$ cat config.mk
export PLATFORM = sky130hd
export DESIGN_NAME = mod_div2k_iter
export DESIGN_NICKNAME = d
export VERILOG_FILES = /design/src/rtl/mod_div2k_pkg.sv /design/src/rtl/mod_half_step.sv /design/src/rtl/mod_div2k_iter.sv
export SDC_FILE = /design/constraint.sdc
export NUM_CORES = 1
export LEC_CHECK = 0
export CAP_MARGIN = 20
export CELL_PAD_IN_SITES_DETAIL_PLACEMENT = 0
export CELL_PAD_IN_SITES_GLOBAL_PLACEMENT = 1
export CORE_MARGIN = 1
export CORE_UTILIZATION = 38
export DETAILED_ROUTE_END_ITERATION = 8
export GPL_TIMING_DRIVEN = 0
export PLACE_DENSITY = 0.88
export SYNTH_ARGS = -nofsm -noshare
export SYNTH_HDL_FRONTEND = slang
export SYNTH_SLANG_ARGS = --single-unit
$ cat constraint.sdc
create_clock -name clk -period 1.92 [get_ports clk]
set_input_delay 0.48 -clock clk [delete_from_list [all_inputs] [get_ports clk]]
set_output_delay 0.48 -clock clk [all_outputs]
set_load 0.005 [all_outputs]
$ cat src/rtl/mod_div2k_pkg.sv
// rtl/mod_div2k_pkg.sv - shared defaults, state enum and HALF helper for modular 2^-k scaling
package mod_div2k_pkg;

    localparam int DEF_Q    = 12289;
    localparam int DEF_W    = 14;
    localparam int DEF_KMAX = 10;

    typedef enum logic [1:0] {
        IDLE = 2'd0,
        RUN  = 2'd1,
        DONE = 2'd2
    } state_e;

    // Multiplicative inverse of 2 modulo an odd q.
    function automatic int half_of(input int q);
        return (q + 1) / 2;
    endfunction

endpackage

$ cat src/rtl/mod_half_step.sv
// rtl/mod_half_step.sv - combinational modular halving a -> a * 2^-1 mod Q
module mod_half_step
    import mod_div2k_pkg::*;
#(
    parameter int Q = DEF_Q,
    parameter int W = DEF_W
) (
    input  logic [W-1:0] a_i,
    output logic [W-1:0] a_o
);

    localparam logic [W-1:0] HALF = W'(half_of(Q));

    logic [W-1:0] shifted;

    // (a >> 1) + HALF stays below 2^W for any a < 2^W, so a W-bit add loses nothing.
    always_comb begin
        shifted = {1'b0, a_i[W-1:1]};
        a_o     = a_i[0] ? (shifted + HALF) : shifted;
    end

endmodule

$ cat src/rtl/mod_div2k_iter.sv
// rtl/mod_div2k_iter.sv - iterative y = x * 2^-k mod Q, one halving per cycle; optional MOD_DIV2K_PRERED_EN
module mod_div2k_iter
    import mod_div2k_pkg::*;
#(
    parameter int Q    = DEF_Q,
    parameter int W    = DEF_W,
    parameter int KMAX = DEF_KMAX,
    parameter int KW   = $clog2(KMAX + 1)
) (
    input  logic          clk,
    input  logic          rst,
    input  logic          in_valid,
    output logic          in_ready,
    input  logic [W-1:0]  in_x,
    input  logic [KW-1:0] in_k,
    output logic          out_valid,
    input  logic          out_ready,
    output logic [W-1:0]  out_y,
    output logic          busy
);

    localparam logic [KW-1:0] KMAX_K = KW'(KMAX);

    state_e        state_q;
    logic [W-1:0]  acc_q;
    logic [W-1:0]  out_y_q;
    logic [KW-1:0] cnt_q;
    logic          out_valid_q;

    logic [W-1:0]  acc_d;
    logic [W-1:0]  step_y;
    logic [KW-1:0] k_clamp;

    mod_half_step #(
        .Q (Q),
        .W (W)
    ) u_half_step (
        .a_i (acc_q),
        .a_o (step_y)
    );

    always_comb begin
        k_clamp = (in_k > KMAX_K) ? KMAX_K : in_k;
    end

`ifdef MOD_DIV2K_PRERED_EN
    localparam logic [W-1:0] Q_W = W'(Q);

    // One conditional subtraction: operands in 0..2Q-1 become canonical.
    always_comb begin
        acc_d = (in_x >= Q_W) ? (in_x - Q_W) : in_x;
    end
`else
    always_comb begin
        acc_d = in_x;
    end
`endif

    always_ff @(posedge clk) begin
        if (rst) begin
            state_q     <= IDLE;
            acc_q       <= '0;
            cnt_q       <= '0;
            out_valid_q <= 1'b0;
            out_y_q     <= '0;
        end else begin
            case (state_q)
                IDLE: begin
                    if (in_valid) begin
                        acc_q <= acc_d;
                        cnt_q <= k_clamp;
                        if (k_clamp == '0) begin
                            state_q     <= DONE;
                            out_valid_q <= 1'b1;
                            out_y_q     <= acc_d;
                        end else begin
                            state_q <= RUN;
                        end
                    end
                end
                RUN: begin
                    acc_q <= step_y;
                    cnt_q <= cnt_q - 1'b1;
                    // Last step lands directly in the output register.
                    if (cnt_q == KW'(1)) begin
                        state_q     <= DONE;
                        out_valid_q <= 1'b1;
                        out_y_q     <= step_y;
                    end
                end
                DONE: begin
                    if (out_ready) begin
                        state_q     <= IDLE;
                        out_valid_q <= 1'b0;
                    end
                end
                default: begin
                    state_q     <= IDLE;
                    out_valid_q <= 1'b0;
                end
            endcase
        end
    end

    assign in_ready  = (state_q == IDLE);
    assign busy      = (state_q != IDLE);
    assign out_valid = out_valid_q;
    assign out_y     = out_y_q;

endmodule

# Word-level counts from Yosys, hierarchy flattened
# Cells that the tools add are included.
# totals
reg_bits,35
out_inout_bits,17
in_bits,22
wordCells,43
# classes
n_reduce_logical,8
n_addsub,2
eq_ne,7
muxes,20
order_cmp,1
# op_table
operator,count
two-way mux 14 bit,5
one-hot mux 14 bit (2 select lines),2
"adder 13 x 13 -> 14 bit, second input constant",1
two-way mux 2 bit,4
two-way mux 4 bit,2
one-hot mux 4 bit (2 select lines),1
AND reduction 4 bit,2
"inequality test 2 bit, second input constant",3
one-hot mux 2 bit (3 select lines),1
"== test 4 x 1 -> 1 bit, second input constant",1
"> comparator 4 bit, second input constant",1
logical NOT 4 bit,1
two-way mux 1 bit,4
nonzero test 2 bit,2
"subtractor 4 x 1 -> 4 bit, second input constant",1
one-hot mux 1 bit (3 select lines),1
AND reduction 3 bit,1
"== test 2 x 1 -> 1 bit, second input constant",1
"== test 2 bit, second input constant",1
logical NOT 2 bit,1
"inequality test 2 x 1 -> 1 bit, second input constant",1
AND reduction 2 bit,1

# Depth between registers and ports, before layout
# Gate-level depths: netlist of run 1.
# logic_depth
ltp_word,6
mapped_depth,7
ltp_nobuf,6

# Cells and area by module
# From an unflattened synthesis of run 1, not the netlist that was laid out.
# hier_totals
hier_cells,206
area_unflattened_um2,1864.3
# modules_own_cells
module,area_each_um2,seq_area_each_um2,cells_per_inst,instances
mod_div2k_iter,1571.5,700.7,168,1
mod_half_step,292.8,0.0,38,1

# Worst setup path after synthesis of run 1
# OpenSTA, ideal clock, no wires.
# synth_path
kind,reg2reg
start,reg acc_q[1]
end,"reg out_y_q[10], in the netlist out_y[10]"
t_arrival_ps,1516
path_buffers,0
required_time_ps,1846
setup_time_ps,74
synth_period_minus_slack_ps,1589
path_slack_ps,331
path_stages_with_launch,6
cell_sequence,dfxtp_1 -> ha_1 -> nand3_1 -> or4_1 -> a31o_1 -> o22ai_2
# synth_via
elab_chain_len,4
# synth_rtl
element,line_no,rtl
start: declaration,mod_div2k_iter.sv:25,logic [W-1:0] acc_q;
start signal: assignment,mod_div2k_iter.sv:82,acc_q <= step_y;
adder 13 x 13 -> 14 bit,mod_half_step.sv:19,a_o = a_i[0] ? (shifted + HALF) : shifted;
two-way mux 14 bit,mod_half_step.sv:19,
two-way mux 14 bit,mod_div2k_iter.sv:85,if (cnt_q == KW'(1)) begin
one-hot mux 14 bit (2 select lines),mod_div2k_iter.sv:67,case (state_q)
end signal: assignment,mod_div2k_iter.sv:88,out_y_q <= step_y;
end: declaration,mod_div2k_iter.sv:26,logic [W-1:0] out_y_q;
# No other way between the ends. The select of a mux whose other input is x is not followed.
# A chain may end at the register's enable or synchronous reset.

# Final worst setup path of run 1
# layout_path
start,reg state_q[1]
end,out in_ready
# layout_via
elab_chain_len,1
# layout_rtl
element,line_no,rtl
start: declaration,mod_div2k_iter.sv:24,state_e state_q;
start signal: assignment,mod_div2k_iter.sv:61,state_q <= IDLE;
start signal: assignment,mod_div2k_iter.sv:73,state_q <= DONE;
start signal: assignment,mod_div2k_iter.sv:77,state_q <= RUN;
logical NOT 2 bit,mod_div2k_iter.sv:105,assign in_ready = (state_q == IDLE);
end: declaration,mod_div2k_iter.sv:13,"output logic in_ready,"
# No other way between the ends.

==> results of run 1 <==
[cell type report]
cell class	count	area, um^2
tap	70	87.6
multi-input combinational	176	1230
timing repair buffer	41	415
fill	500	2410
inverter	10	37.5
sequential	35	708
buffer	16	88.8
clock buffer	8	100
[repair_timing]
action,CTS,global route
setup endpoints to repair,12,12
cloned,0,1
buffers inserted,2,2
gates resized for setup,14,10
pin swaps,0,2
[through the flow]
| stage | utilization [%] | instances | TNS, ps |
|---|---|---|---|
| floorplan | - | 237 | 0 |
| finish | 52.6 | 356 | 0 |
| global placement | 48.5 | 344 | -4080 |
| detailed placement | 48.5 | 344 | -4180 |
| global route | 52.6 | 356 | 0 |
| CTS | 51.3 | 353 | 0 |
[per-layer routing]
metal	wire length, um	global-route usage (%)	up-vias
li1	-	-	990
met1	2620	28.0	896
met2	2570	35.0	64
met3	330	2.85	8
met4	65	8.81	0
met5	0	0	-
[flip-flops by register name (all words and copies together) (netlist names)]
register	count
acc_q	14
out_y	14
cnt_q	4
state_q	2
out_valid	1
[worst max path at each step]
stage | startpoint | endpoint | slack (ps)
final | state_q[1] | in_ready | 60
after global routing | acc_q[1] | acc_q[10] | 0.5
after CTS | in_valid | out_y[8] | 3
after detailed placement | in_valid | out_y[12] | -350
after global placement | in_valid | out_y[11] | -340
after floorplan | acc_q[1] | out_y[10] | 330
[worst register-to-register path: stages, from the launching register on]
cell and delay [ps]:
dfxtp_1 450, ha_1 260, nand3_1 210, or4_1 440, a31o_1 250, o22ai_2 130
[placed cells by master, fill, tap and decap left out, types with 7 or more instances in the layout]
cell type / instances
o21ai_0: 13
nor2_1: 15
or4_1: 8
a21oi_1: 12
nand2_1: 15
clkbuf_8: 8
inv_1: 10
clkdlybuf4s50_1: 33
nand2b_1: 9
clkbuf_1: 8
nor3_1: 7
dfxtp_1: 33
nand3b_1: 9
[cell families (layout without fill, tap and decap cells)]
family | after synthesis | in the layout | synth area share, %
AOI/OAI and AO/OA | 67 | 67 | 24.8
xor gates and xnor gates | 5 | 5 | 2.19
adders and majority gates | 3 | 3 | 1.88
buffers and inverters | 27 | 75 | 5.50
DFF | 35 | 35 | 35.0
muxes | 6 | 6 | 3.19
and+or+nand+nor | 94 | 95 | 27.4
[power breakdown]
part	internal, mW	switching [mW]
Clock	0.328	0.280
Sequential	0.781	0.0631
Combinational	0.211	0.226
Total	1.32	0.570
==> flow_summary.toml, run 1 <==
[synthesis]
synth_edf_count = 0
synth_cell_type_count = 58
ys.flop_type = "dfxtp_1"
syn-cell-area_mm2 = 0.00200
synth.most_common_cell = "dfxtp_1"
yosys.area.top_type = "dfxtp_1"
syn_inst = 237
synthesis.nets = 262
synth_seq_area_share_pct = 35.0
ys_warn_count = 0
syn_avg_cell_area_um2 = 8.45
ys_top_cells_by_count = "dfxtp_1, nor2_1, nand2_1, o21ai_0, a21oi_1"
async_flop_share_pct = 0
synth_area_leaders = "dfxtp_1, nand3b_1, o21ai_0"
yosysTopAreaCellShare_pct = 35.0
ys_ff_latch = 35

[setup_path]
cpMaxStageDelayCell = "dfxtp_4"
critical_path.cell_chain = "clkbuf_8 -> or2_2 -> inv_1 -> dlygate4sd2_1"
r2r_end = "out_y[10]"
required_ps = 1440
worst_ep_arrival_time_ps = 1380
critical-path-top-delay-family = "buffers and inverters"
r2r_start = "acc_q[1]"
worst-path-stages = 4
cp_slowest_stage_delay_ps = 350
cp-end-kind = "primary output"
worstPathMaxFanout = 11
worstSetupPathType = "reg2out"
cp-start-kind = "flip-flop"
reg2reg_depth = 5
r2r_slack_ps = 100
path_buf_inv = 3

[detailed_routing]
num_vias = 1958
drc_errors = 0
drtIter0Drc = 131
wl_per_cell_um = 15.7
drtPass1Iterations = 4
ant_nets = 0
routed_wl_um = 5580
viasPerCell = 5.50

[power_and_ir_drop]
leakagePower_nw = 0.934
power_density_mw_per_mm2 = 708
peakVddDrop_mv = 0.303
finalPower_mw = 1.89

[clocking]
numCtsBuffers = 5
path_clk_slew_ps = 80
clock_sinks = 35
cts_root_buf = "clkbuf_8"
htreeDepth = 2
cts_buffer_depth = 2
cts_hold_buf = 0
clk_latency_ps = 300
cts_tree = "done"

[min_path]
hold_end = "out_valid"
hold_class = "reg2reg"
holdPathStages = 2
worstHoldStart = "out_valid"

[placed_design]
hpwl_um = 3890
placed_area_mm2 = 0.00246
gp_congestion = 0.852
dp_slack_ps = -350
port_buffers = 37

[cells_and_area]
nets = 310
syn_to_final_growth_pct = 33.3
drive_gt1_share_pct = 14.7
finish.instance_area_mm2 = 0.00267
diodes = 0

[sta]
min_period_over_period_pct = 96.8
fmax_mhz = 538
rsz0062_at_grt = "no"
finalHoldViolCount = 0
holdWs_ps = 471
setup_viol = 0
maxSlewHeadroom_pct = 61.7
tightestPinTransition_ps = 574
finalCriticalPeriod_ps = 1860
setup_ws_ps = 62.1
finClkSkew_ps = 8.97
slew_viol_final = 0

[floorplan]
ios = 39
dieArea_mm2 = 0.00556
rows = 26
core_mm2 = 0.00507
start_util_pct = 39.4
die_y_um = 74.6
die_w_um = 74.6

[global_route]
grt_pass1_wl_um = 8830
grt_max_degree = 12
grt.overflow.total = 0
grt_pass1_vias = 1804
grt_antenna_before_repair = 0
grt_use_total_pct = 21.3

[run]
max-cap-violations = 0

[status]
run_status = "completed"
No activity file was read; power rests on OpenSTA's default activity.
==> inputs of run 2 (changes only) <==
--- a/config.mk
+++ b/config.mk
@@ -12,7 +12,10 @@
 export CORE_UTILIZATION = 38
 export DETAILED_ROUTE_END_ITERATION = 8
 export GPL_TIMING_DRIVEN = 0
+export HOLD_SLACK_MARGIN = 0.12
 export PLACE_DENSITY = 0.88
+export SKIP_LAST_GASP = 1
 export SYNTH_ARGS = -nofsm -noshare
 export SYNTH_HDL_FRONTEND = slang
 export SYNTH_SLANG_ARGS = --single-unit
+export TNS_END_PERCENT = 10
==> flow_summary.toml, run 2 (same netlist as run 1, synthesis figures left out) <==
[detailed_routing]
drtIter0Drc = 154
drtPass1Iterations = 4
met3_length_um = 294
ant_nets = 0
drc_errors = 0
wl_met2_um = 2500
m1WireLength_um = 2580
viasPerCell = 5.44
num_vias = 1921
routed_wl_um = 5450
wl_per_cell_um = 15.4
topRoutingLayerUsed = "met4"

[power_and_ir_drop]
peakVddDrop_mv = 0.304
power_density_mw_per_mm2 = 715
finalPower_mw = 1.87
leakagePower_nw = 0.902
power_frac_seq_pct = 45.2
clockPowerShare_pct = 32.1
p_int_mw = 1.31
power_frac_comb_pct = 22.7
switching_share_pct = 29.8
p_sw_mw = 0.557

[clocking]
path_clk_slew_ps = 70
cts_root_buf = "clkbuf_8"
clk_latency_ps = 290
cts_tree = "done"
htreeDepth = 2
cts_buffer_depth = 2
clock_sinks = 35
numCtsBuffers = 5
cts_hold_buf = 0

[sta]
finClkSkew_ps = 5.79
fmax_mhz = 512
finalCriticalPeriod_ps = 1950
rsz0062_at_grt = "yes"
setup_ws_ps = -33.5
setup_viol = 2
finalHoldViolCount = 0
slew_viol_final = 0
maxSlewHeadroom_pct = 60.8
tightestPinTransition_ps = 588
min_period_over_period_pct = 102
tns_ps = -52.6

[setup_path]
critical-path-top-delay-family = "buffers and inverters"
cp_slowest_stage_delay_ps = 530
worst_ep_arrival_time_ps = 2160
cp-end-kind = "flip-flop"
cp-start-kind = "primary input"
path_buf_inv = 2
r2r_slack_ps = 110
worst-path-stages = 6
crit_start = "in_valid"
r2r_start = "acc_q[1]"
required_ps = 2120
worstPathMaxFanout = 10
r2r_end = "acc_q[10]"
cpMaxStageDelayCell = "clkdlybuf4s50_1"
critical_path.cell_chain = "clkdlybuf4s50_1 -> nor2b_2 -> a31oi_1 -> buf_4 -> or4_1 -> o32ai_1"
cp-endpoint = "out_y[8]"
worstSetupPathType = "in2reg"
reg2reg_depth = 5

[cells_and_area]
diodes = 0
drive_gt1_share_pct = 12.7
final_common_cell = "clkdlybuf4s50_1"
nets = 307
layoutNonFillerInstCount = 353
n_fill_cell = 507
syn_to_final_growth_pct = 30.6
final_cell_mix = "clkdlybuf4s50_1, dfxtp_1, nor2_1, nand2_1, o21ai_0"

[run]
max-cap-violations = 0

[status]
violations = "negative setup slack"
run_status = "complete, but fails checks"

[floorplan]
ios = 39
die_y_um = 74.6
rows = 26
core_mm2 = 0.00507
dieArea_mm2 = 0.00556
die_w_um = 74.6
start_util_pct = 39.4

[global_route]
grt.overflow.total = 0
grt_pass1_vias = 1808
grt_pass1_wl_um = 8800
grt_max_degree = 12
grt_use_total_pct = 21.2
grt_antenna_before_repair = 0

[min_path]
worstHoldStart = "out_valid"
holdPathStages = 2
hold_class = "reg2reg"

[placed_design]
port_buffers = 37
placed_cells = 344
dp_slack_ps = -350
gp_congestion = 0.852
hpwl_um = 3890
[run 2: cell count changes in the layout (fill, tap and decap cells not counted), sizes merged]
cell           change
dlymetal6s2s       -1
buf                -2
dlygate4sd2        -1
clkdlybuf4s50      +2
nor2               -1
[run 2: area by class of cell]
| type | count | area, um^2 | share of cell area (%) |
|---|---|---|---|
| Buffer | 16 | 87.6 | 3.35 |
| Timing Repair Buffer | 39 | 387 | 14.8 |
| Multi-Input combinational cell | 175 | 1210 | 46.1 |
| Sequential cell | 35 | 708 | 27.1 |
| Tap cell | 70 | 87.6 | 3.35 |
| Inverter | 10 | 37.5 | 1.44 |
| Clock buffer | 8 | 100 | 3.83 |
[run 2: worst min path at each step]
stage	end	slack [ps]
final	out_valid	470
after floorplan	out_valid	460
after detailed placement	out_valid	460
after global placement	out_valid	460
after CTS	out_valid	470
after global routing	out_valid	490
[run 2: worst register-to-register path: stages, from the launching register on]
cell and delay, ps:
dfxtp_1 440, ha_1 260, nand3_1 210, or4_1 440
a31o_1 250, o21ai_1 130
[run 2: stage by stage]
| step | hold WS (ps) | utilization (%) | area (um^2) |
|---|---|---|---|
| 2_1_floorplan | 463 | - | 2000 |
| 3_3_place_gp | 462 | 48.5 | 2460 |
| 3_5_place_dp | 460 | 48.5 | 2460 |
| 4_1_cts | 474 | 51.1 | 2590 |
| 5_1_grt | 493 | 51.5 | 2610 |
| 6_report | 469 | 51.5 | 2610 |
[run 2: timing repair]
item                       CTS  global route
setup buffers                2             0
resized for setup           10             7
gates cloned                 0             0
setup endpoints to repair   12            13
[run 2: power groups by stage]
stage                     registers (mW)  clock network, mW  logic, mW
final                              0.844              0.601      0.424
after global placement             0.859                  0      0.406
after floorplan                    0.848                  0      0.263
after CTS                          0.844              0.614      0.419
after global routing               0.851              0.640      0.469
after detailed placement           0.861                  0      0.410
[run 2: metal layers]
layer  GRT usage, %  vias to the layer above
li1               -                      983
met1           28.1                      876
met2           34.7                       55
met3           2.85                        7
met4           8.81                        0
met5              0                        -
==> inputs of run 3 (changes only) <==
==> constraint.sdc (replaced) <==
create_clock -name clk -period 1.92 [get_ports clk]
set_input_delay 0.48 -clock clk [delete_from_list [all_inputs] [get_ports clk]]
set_output_delay 0.48 -clock clk [all_outputs]
set_load 0.01 [all_outputs]
==> flow_summary.toml, run 3 (same netlist as run 1, synthesis figures left out) <==
[setup_path]
worst-path-stages = 6
path_buf_inv = 2
cpMaxStageDelayCell = "clkdlybuf4s50_1"
critical-path-top-delay-family = "buffers and inverters"
cp_slowest_stage_delay_ps = 510
critical_path.cell_chain = "clkdlybuf4s50_1 -> nor2b_2 -> a31oi_1 -> buf_4 -> or4_1 -> o32ai_1"
cp-start-kind = "primary input"
worst_ep_arrival_time_ps = 2160
worstSetupPathType = "in2reg"
worstPathMaxFanout = 10
cp-end-kind = "flip-flop"
required_ps = 2120
reg2reg_depth = 5

[sta]
min_period_over_period_pct = 102
fmax_mhz = 513
slew_viol_final = 0
rsz0062_at_grt = "yes"
holdWs_ps = 471
setup_viol = 3
setup_ws_ps = -30.4
finalHoldViolCount = 0
tightestPinTransition_ps = 573
finalCriticalPeriod_ps = 1950
finClkSkew_ps = 5.44
maxSlewHeadroom_pct = 61.8

[global_route]
grt.overflow.total = 0
grt_max_degree = 13
grt_use_total_pct = 21.1
grt_pass1_vias = 1791
grt_pass1_wl_um = 8760
grt_antenna_before_repair = 0

[clocking]
path_clk_slew_ps = 70
cts_tree = "done"
clock_sinks = 35
htreeDepth = 2
cts_root_buf = "clkbuf_8"
cts_hold_buf = 0
clk_latency_ps = 290
cts_buffer_depth = 2
numCtsBuffers = 5

[floorplan]
ios = 39
die_w_um = 74.6
die_y_um = 74.6
dieArea_mm2 = 0.00556
start_util_pct = 39.4
rows = 26
core_mm2 = 0.00507

[status]
run_status = "complete, but fails checks"
violations = "negative setup slack"

[min_path]
holdPathStages = 2
hold_class = "reg2reg"

[cells_and_area]
syn_to_final_growth_pct = 29.1
drive_gt1_share_pct = 11.4
final_cell_mix = "clkdlybuf4s50_1, dfxtp_1, nor2_1, nand2_1, o21ai_0"
diodes = 0
nets = 305
final_common_cell = "clkdlybuf4s50_1"
finish.instance_area_mm2 = 0.00258
final_util_pct = 50.9

[detailed_routing]
drc_errors = 0
drtPass1Iterations = 4
routed_wl_um = 5380
drtIter0Drc = 115
wl_per_cell_um = 15.3
num_vias = 1936
ant_nets = 0
viasPerCell = 5.52

[power_and_ir_drop]
power_density_mw_per_mm2 = 723
leakagePower_nw = 0.880
peakVddDrop_mv = 0.306
finalPower_mw = 1.87

[placed_design]
gp_congestion = 0.852
port_buffers = 37
hpwl_um = 3890
placed_area_mm2 = 0.00246

[run]
max-cap-violations = 0
[run 3: metrics by stage]
| stage | setup slack (ps) | cells | TNS, ps |
|---|---|---|---|
| 2_1_floorplan | 331 | 237 | 0 |
| 3_5_place_dp | -350 | 344 | -4250 |
| 4_1_cts | -18.3 | 351 | -18.3 |
| 5_1_grt | -138 | 351 | -634 |
| 6_report | -30.4 | 351 | -33.8 |
| 3_3_place_gp | -343 | 344 | -4150 |
[run 3: final timing paths]
kind	end	startpoint	slack [ps]
worst max-delay path	out_y[8]	in_valid	-30
worst max register to register	acc_q[10]	acc_q[1]	110
worst min register to register	out_valid	out_valid	470
worst min-delay path	out_valid	out_valid	470
[run 3: what timing repair did]
action / in CTS / in global routing
gates cloned: 0 / 0
setup buffers: 0 / 0
setup endpoints to repair: 12 / 12
resized for setup: 11 / 1
[run 3: area by class of cell]
| class | instances | area [um^2] |
|---|---|---|
| timing repair buffer | 37 | 368 |
| fill | 506 | 2490 |
| clock buffer | 8 | 100 |
| sequential | 35 | 704 |
| tap | 70 | 87.6 |
| multi-input combinational | 175 | 1200 |
| inverter | 10 | 37.5 |
| buffer | 16 | 83.8 |
[run 3: worst reg2reg max path, cell delays in order (launching register included)]
cell	delay, ps
dfxtp_1	440
ha_1	260
nand3_1	210
or4_1	440
a31o_1	250
o21ai_1	130
[run 3: power by group]
| part | internal, mW | total [mW] | switching, mW |
|---|---|---|---|
| Combinational | 0.197 | 0.418 | 0.221 |
| Sequential | 0.781 | 0.847 | 0.0660 |
| Clock | 0.328 | 0.603 | 0.275 |
| Total | 1.31 | 1.87 | 0.562 |
[run 3: per-layer routing]
layer | vias up | global-route usage (%) | routed length (um)
li1 | 982 | - | -
met1 | 885 | 28.1 | 2610
met2 | 58 | 34.3 | 2410
met3 | 11 | 2.85 | 267
met4 | 0 | 8.81 | 101
met5 | - | 0 | 0
